==> config.mk <==
export PLATFORM = sky130hd
export DESIGN_NAME = operand_fetch_stage_flat
export DESIGN_NICKNAME = d
export VERILOG_FILES = /design/src/rtl/operand_fetch_stage_if.sv /design/src/rtl/operand_fetch_stage.sv /design/src/flat_wrapper.sv
export SDC_FILE = /design/constraint.sdc
export NUM_CORES = 1
export LEC_CHECK = 0
export ABC_CLOCK_PERIOD_IN_PS = 2400
export BUFFER_PORTS_ARGS = -buffer_cell sky130_fd_sc_hd__buf_2
export CORE_MARGIN = 8
export CORE_UTILIZATION = 35
export DETAILED_ROUTE_END_ITERATION = 7
export GPL_TIMING_DRIVEN = 0
export REMOVE_ABC_BUFFERS = 1
export SLEW_MARGIN = 25
export SYNTH_ARGS = -nofsm -noshare
export SYNTH_HDL_FRONTEND = slang
export SYNTH_SLANG_ARGS = --single-unit
==> constraint.sdc <==
create_clock -name i_clk -period 2.4 [get_ports i_clk]
set_clock_uncertainty 0.2 [all_clocks]
set_input_delay 0.48 -clock i_clk [delete_from_list [all_inputs] [get_ports i_clk]]
set_output_delay 0.48 -clock i_clk [all_outputs]
set_load 0.02 [all_outputs]
==> src/rtl/operand_fetch_stage_if.sv <==
// Bundle between the operand fetch stage, its upstream issue logic and the
// downstream ALU array. Signal names follow the CPU datapath documentation.
//
// Handshake semantics: a transfer on either side happens on a rising edge
// where valid and ready are both high. Once out_valid is raised, A, B and the
// control bundle stay constant until the edge that consumes them; valid never
// drops without a transfer. in_ready depends only on out_valid and out_ready.
interface operand_fetch_stage_if #(
    parameter int DATA_W     = 16,
    parameter int REG_ADDR_W = 2
);
    // Upstream side
    logic                  in_valid;
    logic                  in_ready;
    logic [REG_ADDR_W-1:0] RS;
    logic [REG_ADDR_W-1:0] RT;
    logic [2:0]            Funct;
    logic                  ImmEn;
    logic [DATA_W-1:0]     Imm;

    // Write-back port (independent of the handshake)
    logic                  WE;
    logic [REG_ADDR_W-1:0] WA;
    logic [DATA_W-1:0]     WD;

    // Downstream side (towards the ALU array)
    logic                  out_valid;
    logic                  out_ready;
    logic [DATA_W-1:0]     A;
    logic [DATA_W-1:0]     B;
    logic                  BInvert;
    logic                  CIN;
    logic [2:0]            Operation;
    logic                  IllegalOp;

    // Environment view: drives instructions, write-back and downstream ready
    modport master (
        output in_valid, RS, RT, Funct, ImmEn, Imm,
        output WE, WA, WD,
        output out_ready,
        input  in_ready,
        input  out_valid, A, B, BInvert, CIN, Operation, IllegalOp
    );

    // Stage view
    modport slave (
        input  in_valid, RS, RT, Funct, ImmEn, Imm,
        input  WE, WA, WD,
        input  out_ready,
        output in_ready,
        output out_valid, A, B, BInvert, CIN, Operation, IllegalOp
    );
endinterface

==> src/rtl/operand_fetch_stage.sv <==
// Operand fetch stage: architectural register file (R0 reads as zero), two
// bypassed read ports, immediate selection, function-code decode into the
// ALU slice controls, and a single-entry registered output buffer.
//
// Handshake: accept = in_valid && in_ready, with in_ready = !out_valid ||
// out_ready. The buffer is refilled on the same edge it is drained, so a
// continuously ready consumer sees one instruction per cycle with no bubble.
// While the buffer is full and not consumed, every output is frozen; later
// write-backs reach the register file but never the held operands.
module operand_fetch_stage #(
    parameter int DATA_W     = 16,
    parameter int REG_ADDR_W = 2
) (
    input  logic                     i_clk,
    input  logic                     i_rst,
    operand_fetch_stage_if.slave     bus,
    output logic                     o_dbg_state
);

    localparam int NUM_REGS = 2 ** REG_ADDR_W;

    // Function codes
    localparam logic [2:0] FN_AND = 3'b000;
    localparam logic [2:0] FN_OR  = 3'b001;
    localparam logic [2:0] FN_XOR = 3'b010;
    localparam logic [2:0] FN_ADD = 3'b011;
    localparam logic [2:0] FN_SUB = 3'b100;
    localparam logic [2:0] FN_SLT = 3'b101;

    // ALU result mux selects
    localparam logic [2:0] OP_AND = 3'b000;
    localparam logic [2:0] OP_SLT = 3'b001;
    localparam logic [2:0] OP_OR  = 3'b010;
    localparam logic [2:0] OP_XOR = 3'b011;
    localparam logic [2:0] OP_SUM = 3'b100;

    // Output buffer occupancy
    typedef enum logic {
        ST_EMPTY = 1'b0,
        ST_FULL  = 1'b1
    } buf_state_t;

    buf_state_t r_state;
    buf_state_t w_state_next;

    logic [DATA_W-1:0] r_regs [NUM_REGS];

    logic [DATA_W-1:0] r_a;
    logic [DATA_W-1:0] r_b;
    logic              r_binvert;
    logic              r_cin;
    logic [2:0]        r_operation;
    logic              r_illegal;

    logic              w_out_valid;
    logic              w_in_ready;
    logic              w_accept;
    logic              w_wb_active;
    logic [DATA_W-1:0] w_rs_data;
    logic [DATA_W-1:0] w_rt_data;
    logic [DATA_W-1:0] w_b_src;
    logic              w_dec_binvert;
    logic              w_dec_cin;
    logic [2:0]        w_dec_operation;
    logic              w_dec_illegal;

    // Handshake terms; in_ready never looks at in_valid
    assign w_out_valid = (r_state == ST_FULL);
    assign w_in_ready  = !w_out_valid || bus.out_ready;
    assign w_accept    = bus.in_valid && w_in_ready;

    // A write to R0 is a no-op, so it must neither update nor bypass
    assign w_wb_active = bus.WE && (bus.WA != '0);

    // Register file write: runs every cycle, stalled or not
    always_ff @(posedge i_clk) begin
        if (i_rst) begin
            for (int i = 0; i < NUM_REGS; i++) begin
                r_regs[i] <= '0;
            end
        end else if (w_wb_active) begin
            r_regs[bus.WA] <= bus.WD;
        end
    end

    // Read port A with write-back bypass; R0 is never written so reads 0
    always_comb begin
        w_rs_data = r_regs[bus.RS];
        if (w_wb_active && (bus.WA == bus.RS)) begin
            w_rs_data = bus.WD;
        end
    end

    // Read port B with write-back bypass
    always_comb begin
        w_rt_data = r_regs[bus.RT];
        if (w_wb_active && (bus.WA == bus.RT)) begin
            w_rt_data = bus.WD;
        end
    end

    // B operand source: immediate overrides the register read
    assign w_b_src = bus.ImmEn ? bus.Imm : w_rt_data;

    // Decode function code into ALU slice controls; SUB and SLT both need
    // A + ~B + 1, SLT then selects the less-than output of the MSB slice
    always_comb begin
        w_dec_operation = OP_AND;
        w_dec_binvert   = 1'b0;
        w_dec_cin       = 1'b0;
        w_dec_illegal   = 1'b0;
        case (bus.Funct)
            FN_AND: w_dec_operation = OP_AND;
            FN_OR:  w_dec_operation = OP_OR;
            FN_XOR: w_dec_operation = OP_XOR;
            FN_ADD: w_dec_operation = OP_SUM;
            FN_SUB: begin
                w_dec_operation = OP_SUM;
                w_dec_binvert   = 1'b1;
                w_dec_cin       = 1'b1;
            end
            FN_SLT: begin
                w_dec_operation = OP_SLT;
                w_dec_binvert   = 1'b1;
                w_dec_cin       = 1'b1;
            end
            default: w_dec_illegal = 1'b1;
        endcase
    end

    // Buffer occupancy register
    always_ff @(posedge i_clk) begin
        if (i_rst) begin
            r_state <= ST_EMPTY;
        end else begin
            r_state <= w_state_next;
        end
    end

    // Next occupancy: accept fills (also when draining), drain alone empties
    always_comb begin
        w_state_next = r_state;
        if (w_accept) begin
            w_state_next = ST_FULL;
        end else if (w_out_valid && bus.out_ready) begin
            w_state_next = ST_EMPTY;
        end
    end

    // Output payload: loaded only on accept, otherwise held
    always_ff @(posedge i_clk) begin
        if (i_rst) begin
            r_a         <= '0;
            r_b         <= '0;
            r_binvert   <= 1'b0;
            r_cin       <= 1'b0;
            r_operation <= OP_AND;
            r_illegal   <= 1'b0;
        end else if (w_accept) begin
            r_a         <= w_rs_data;
            r_b         <= w_b_src;
            r_binvert   <= w_dec_binvert;
            r_cin       <= w_dec_cin;
            r_operation <= w_dec_operation;
            r_illegal   <= w_dec_illegal;
        end
    end

    assign bus.in_ready  = w_in_ready;
    assign bus.out_valid = w_out_valid;
    assign bus.A         = r_a;
    assign bus.B         = r_b;
    assign bus.BInvert   = r_binvert;
    assign bus.CIN       = r_cin;
    assign bus.Operation = r_operation;
    assign bus.IllegalOp = r_illegal;

    assign o_dbg_state   = r_state;

endmodule

==> src/flat_wrapper.sv <==
// flat-port wrapper written by rule: the top's interface ports become plain ports
module operand_fetch_stage_flat 
#(
    parameter int DATA_W     = 16,
    parameter int REG_ADDR_W = 2
)
  (i_clk, i_rst, o_dbg_state, bus_in_valid, bus_RS, bus_RT, bus_Funct, bus_ImmEn, bus_Imm, bus_WE, bus_WA, bus_WD, bus_out_ready, bus_in_ready, bus_out_valid, bus_A, bus_B, bus_BInvert, bus_CIN, bus_Operation, bus_IllegalOp);
  operand_fetch_stage_if #(.DATA_W(DATA_W), .REG_ADDR_W(REG_ADDR_W)) bus_i ();
  input  logic i_clk;
  input  logic i_rst;
  output logic o_dbg_state;
  input wire logic [$bits(bus_i.in_valid)-1:0] bus_in_valid;
  input wire logic [$bits(bus_i.RS)-1:0] bus_RS;
  input wire logic [$bits(bus_i.RT)-1:0] bus_RT;
  input wire logic [$bits(bus_i.Funct)-1:0] bus_Funct;
  input wire logic [$bits(bus_i.ImmEn)-1:0] bus_ImmEn;
  input wire logic [$bits(bus_i.Imm)-1:0] bus_Imm;
  input wire logic [$bits(bus_i.WE)-1:0] bus_WE;
  input wire logic [$bits(bus_i.WA)-1:0] bus_WA;
  input wire logic [$bits(bus_i.WD)-1:0] bus_WD;
  input wire logic [$bits(bus_i.out_ready)-1:0] bus_out_ready;
  output wire logic [$bits(bus_i.in_ready)-1:0] bus_in_ready;
  output wire logic [$bits(bus_i.out_valid)-1:0] bus_out_valid;
  output wire logic [$bits(bus_i.A)-1:0] bus_A;
  output wire logic [$bits(bus_i.B)-1:0] bus_B;
  output wire logic [$bits(bus_i.BInvert)-1:0] bus_BInvert;
  output wire logic [$bits(bus_i.CIN)-1:0] bus_CIN;
  output wire logic [$bits(bus_i.Operation)-1:0] bus_Operation;
  output wire logic [$bits(bus_i.IllegalOp)-1:0] bus_IllegalOp;
  assign bus_i.in_valid = bus_in_valid;
  assign bus_i.RS = bus_RS;
  assign bus_i.RT = bus_RT;
  assign bus_i.Funct = bus_Funct;
  assign bus_i.ImmEn = bus_ImmEn;
  assign bus_i.Imm = bus_Imm;
  assign bus_i.WE = bus_WE;
  assign bus_i.WA = bus_WA;
  assign bus_i.WD = bus_WD;
  assign bus_i.out_ready = bus_out_ready;
  assign bus_in_ready = bus_i.in_ready;
  assign bus_out_valid = bus_i.out_valid;
  assign bus_A = bus_i.A;
  assign bus_B = bus_i.B;
  assign bus_BInvert = bus_i.BInvert;
  assign bus_CIN = bus_i.CIN;
  assign bus_Operation = bus_i.Operation;
  assign bus_IllegalOp = bus_i.IllegalOp;
  operand_fetch_stage #(.DATA_W(DATA_W), .REG_ADDR_W(REG_ADDR_W)) u_core (.i_clk(i_clk), .i_rst(i_rst), .bus(bus_i), .o_dbg_state(o_dbg_state));
endmodule
==> flow_summary.toml <==
[status]
status = "complete, no violations"

[synthesis]
synth_seq_cells = 102
synth_edf_count = 64
ys_top_cells_by_area = "edfxtp_1, dfxtp_1, mux4_2, and2_1, a211oi_2"
syn_inst = 394
ys_seq_area_frac = 0.5175
synth_commonest_cells = "edfxtp_1, and2_1, dfxtp_1, nor2_1, mux4_2"
synthArstFlopShare = 0
synthDistinctLibCells = 42
netlist_area_sq_um = 5184
yosysMostFrequentCell = "edfxtp_1"
ys.flop_type = "edfxtp_1"
yosys_warnings = 0
postSynthAreaPerCell_sq_um = 13.16
synth.top_cell.area_share = 0.3707
yosysTopAreaCell = "edfxtp_1"

[place]
dp.cells = 650
place.gp.congestion = 0.7123
port_buffers = 87
dp_hpwl_microns = 9101

[power]
p_per_area_nw_per_um2 = 675.6
peakVddDrop_mv = 0.2973
cellLeakagePower_nw = 2.349
total_power_mw = 4.173

[die]
io-pin-count = 88
core_sq_um = 14480
die_h_microns = 137.7
row_count = 44
die_area_sq_um = 18960
die_w_microns = 137.7
initial_core_util = 0.3580

[detailed_routing]
route.detailed.drc = 0
drtIter0Drc = 213
firstDrtPassIters = 4
routed_wl_microns = 13870
vias = 3598
wl_per_cell_microns = 20.76
viasPerCell = 5.386
antenna_left = 0

[clock_tree]
numCtsBuffers = 9
cts_max_level = 3
cts_sinks = 102
cts_tree = "done"
clock_latency_ps = 340
clockRootBuffer = "clkbuf_16"
clkTransAtPathRegs_ps = 70
clockBufferDepth = 2

[worst_hold_path]
hold_start = "bus_in_valid"
hold_path.class = "in -> reg"
min_path_cells = 3
whs_endpoint = "u_core.bus.out_valid"

[global_route]
grt_max_degree = 52
grt_usage = 0.1487
grt_pass1_wl_microns = 20960
gr-total-overflow = 0
antenna_found_initial = 2
grt_pass1_vias = 3689

[worst_setup_path]
path_delay_family = "simple AND/OR/NAND/NOR gates"
cp_common_cell = "buf_4"
reg2regPathDepth = 5
end_kind = "flip-flop"
reg2reg_from = "u_core.bus.out_valid"
critPathLaunchType = "input port"
critPathBufInv = 3
cp_slowest_stage_delay_ps = 440
required_ps = 2220
reg2reg_slack_ps = 700
worstPathCellList = "buf_4, buf_16, nand2b_4, nor3b_4, buf_4, or2_4"
cp.arrival_ps = 2140
r2r-end = "u_core.bus.A[9]"
cp_slowest_cell = "nor3b_4"
crit_type = "in -> reg"
worstPathMaxFanout = 51

[sta]
timing.setup.tns_ps = 0
setup_viol = 0
period_needed_ps = 2322
finalHoldViolCount = 0
tightest_slew_ps = 782.3
rsz0062_at_grt = "no"
slew-limit-headroom = 0.4779
post-route-period-util = 0.9676
slew_viol_final = 0
max_freq_mhz = 430.6

[cells_and_area]
finalNetCount = 526
instances_no_fill = 668
fin_util = 0.4266
num_antenna_cells = 0
drive_gt1_frac = 0.3843
fillerInstances = 1334
area_delta_synth_final_pct = 19.16

[run]
drv_cap = 0
## final cells by class
class                   count  area, sq um  share of cell area
clock inverters             3        20.02            0.003241
flip-flops and latches    102         2683              0.4343
repair buffers             95        573.1             0.09277
multi-input cells         269         2404              0.3891
clock buffers              13        260.3             0.04213
inverters                   2        7.507            0.001215
well taps                 184        230.2             0.03727
## sequential cells by signal, summed over array words and instances, names as in the netlist
signal and flops:
u_core.bus.IllegalOp 1, u_core.bus.Operation 3, u_core.bus.B 16, u_core.bus.CIN 1, u_core.r_regs 64, u_core.bus.out_valid 1
u_core.bus.A 16
## worst max path at each step
stage,startpoint,to,slack [ps],cells past startpoint
floorplan,i_rst,u_core.r_regs[1][0],160,3
global placement,i_rst,u_core.r_regs[1][9],-1980,4
detailed placement,i_rst,u_core.r_regs[1][9],-640,6
CTS,i_rst,u_core.bus.A[6],40,7
global route,i_rst,u_core.r_regs[1][6],0.6,6
finish,i_rst,u_core.r_regs[1][3],80,6
## cells by family after synthesis
group | share of synthesized area
other | 0.0007234
XOR/XNOR | 0.005070
buffers and inverters | 0.04489
multiplexers | 0.1448
AO/OA/AOI/OAI | 0.1439
AND/OR/NAND/NOR | 0.1431
flip-flops | 0.5175
## layer usage
metal	vias up	wire, microns	global-route usage
li1	1662	-	-
met1	1824	5503	0.1709
met2	90	7190	0.2638
met3	18	940	0.03720
met4	4	215	0.05015
met5	-	16	0
## what timing repair did
| item | 4_1_cts | 5_1_grt |
|---|---|---|
| buffers inserted | 2 | 0 |
| resized for setup | 7 | 2 |
| endpoints found under the setup margin | 64 | 19 |
| pin swaps | 1 | 1 |
| hold endpoints to repair | 0 | 0 |
| hold buffers | 0 | 0 |
## placed cells by master (no fill, tap or decap), types with 2 or more instances in the layout
master and count:
mux4_2 32, nor2b_1 2, a211oi_2 20, nand2_1 19
dfxtp_1 38, nand3_1 17, conb_1 16, a221oi_2 10
nor2_1 37, inv_1 2, a211oi_1 14, clkinvlp_4 2
or2_4 2, a21oi_1 19, buf_16 2, buf_4 3
buf_6 2, clkbuf_1 2, nor3b_4 2, buf_12 2
mux2i_1 3, and2_1 49, clkbuf_16 9, xnor2_1 2
buf_2 85, clkbuf_8 2, a221oi_1 6, edfxtp_1 64
## worst register-to-register path: stages, from the launching register on
cell and delay (ps):
dfxtp_1 340, nand2b_1 110, nand2_2 370, buf_16 230
a21oi_1 80, a211oi_1 290
## report_power, final
part	switching, mW	total [mW]	internal (mW)
combinational	0.411	0.714	0.303
sequential	0.0636	2.07	2.01
clock	0.630	1.39	0.760
total	1.10	4.17	3.07
## metrics by stage
stage / hold WS, ps / worst slack, ps / area [sq um]
2_1_floorplan: 324.1 / 161.4 / 5015
3_3_place_gp: 237.0 / -1976 / 5680
4_1_cts: 183.8 / 40.93 / 6163
3_5_place_dp: 270.1 / -641.1 / 5804
5_1_grt: 190.6 / 0.5727 / 6177
6_report: 192.6 / 77.80 / 6177
Power figures use the tool's default switching activity.
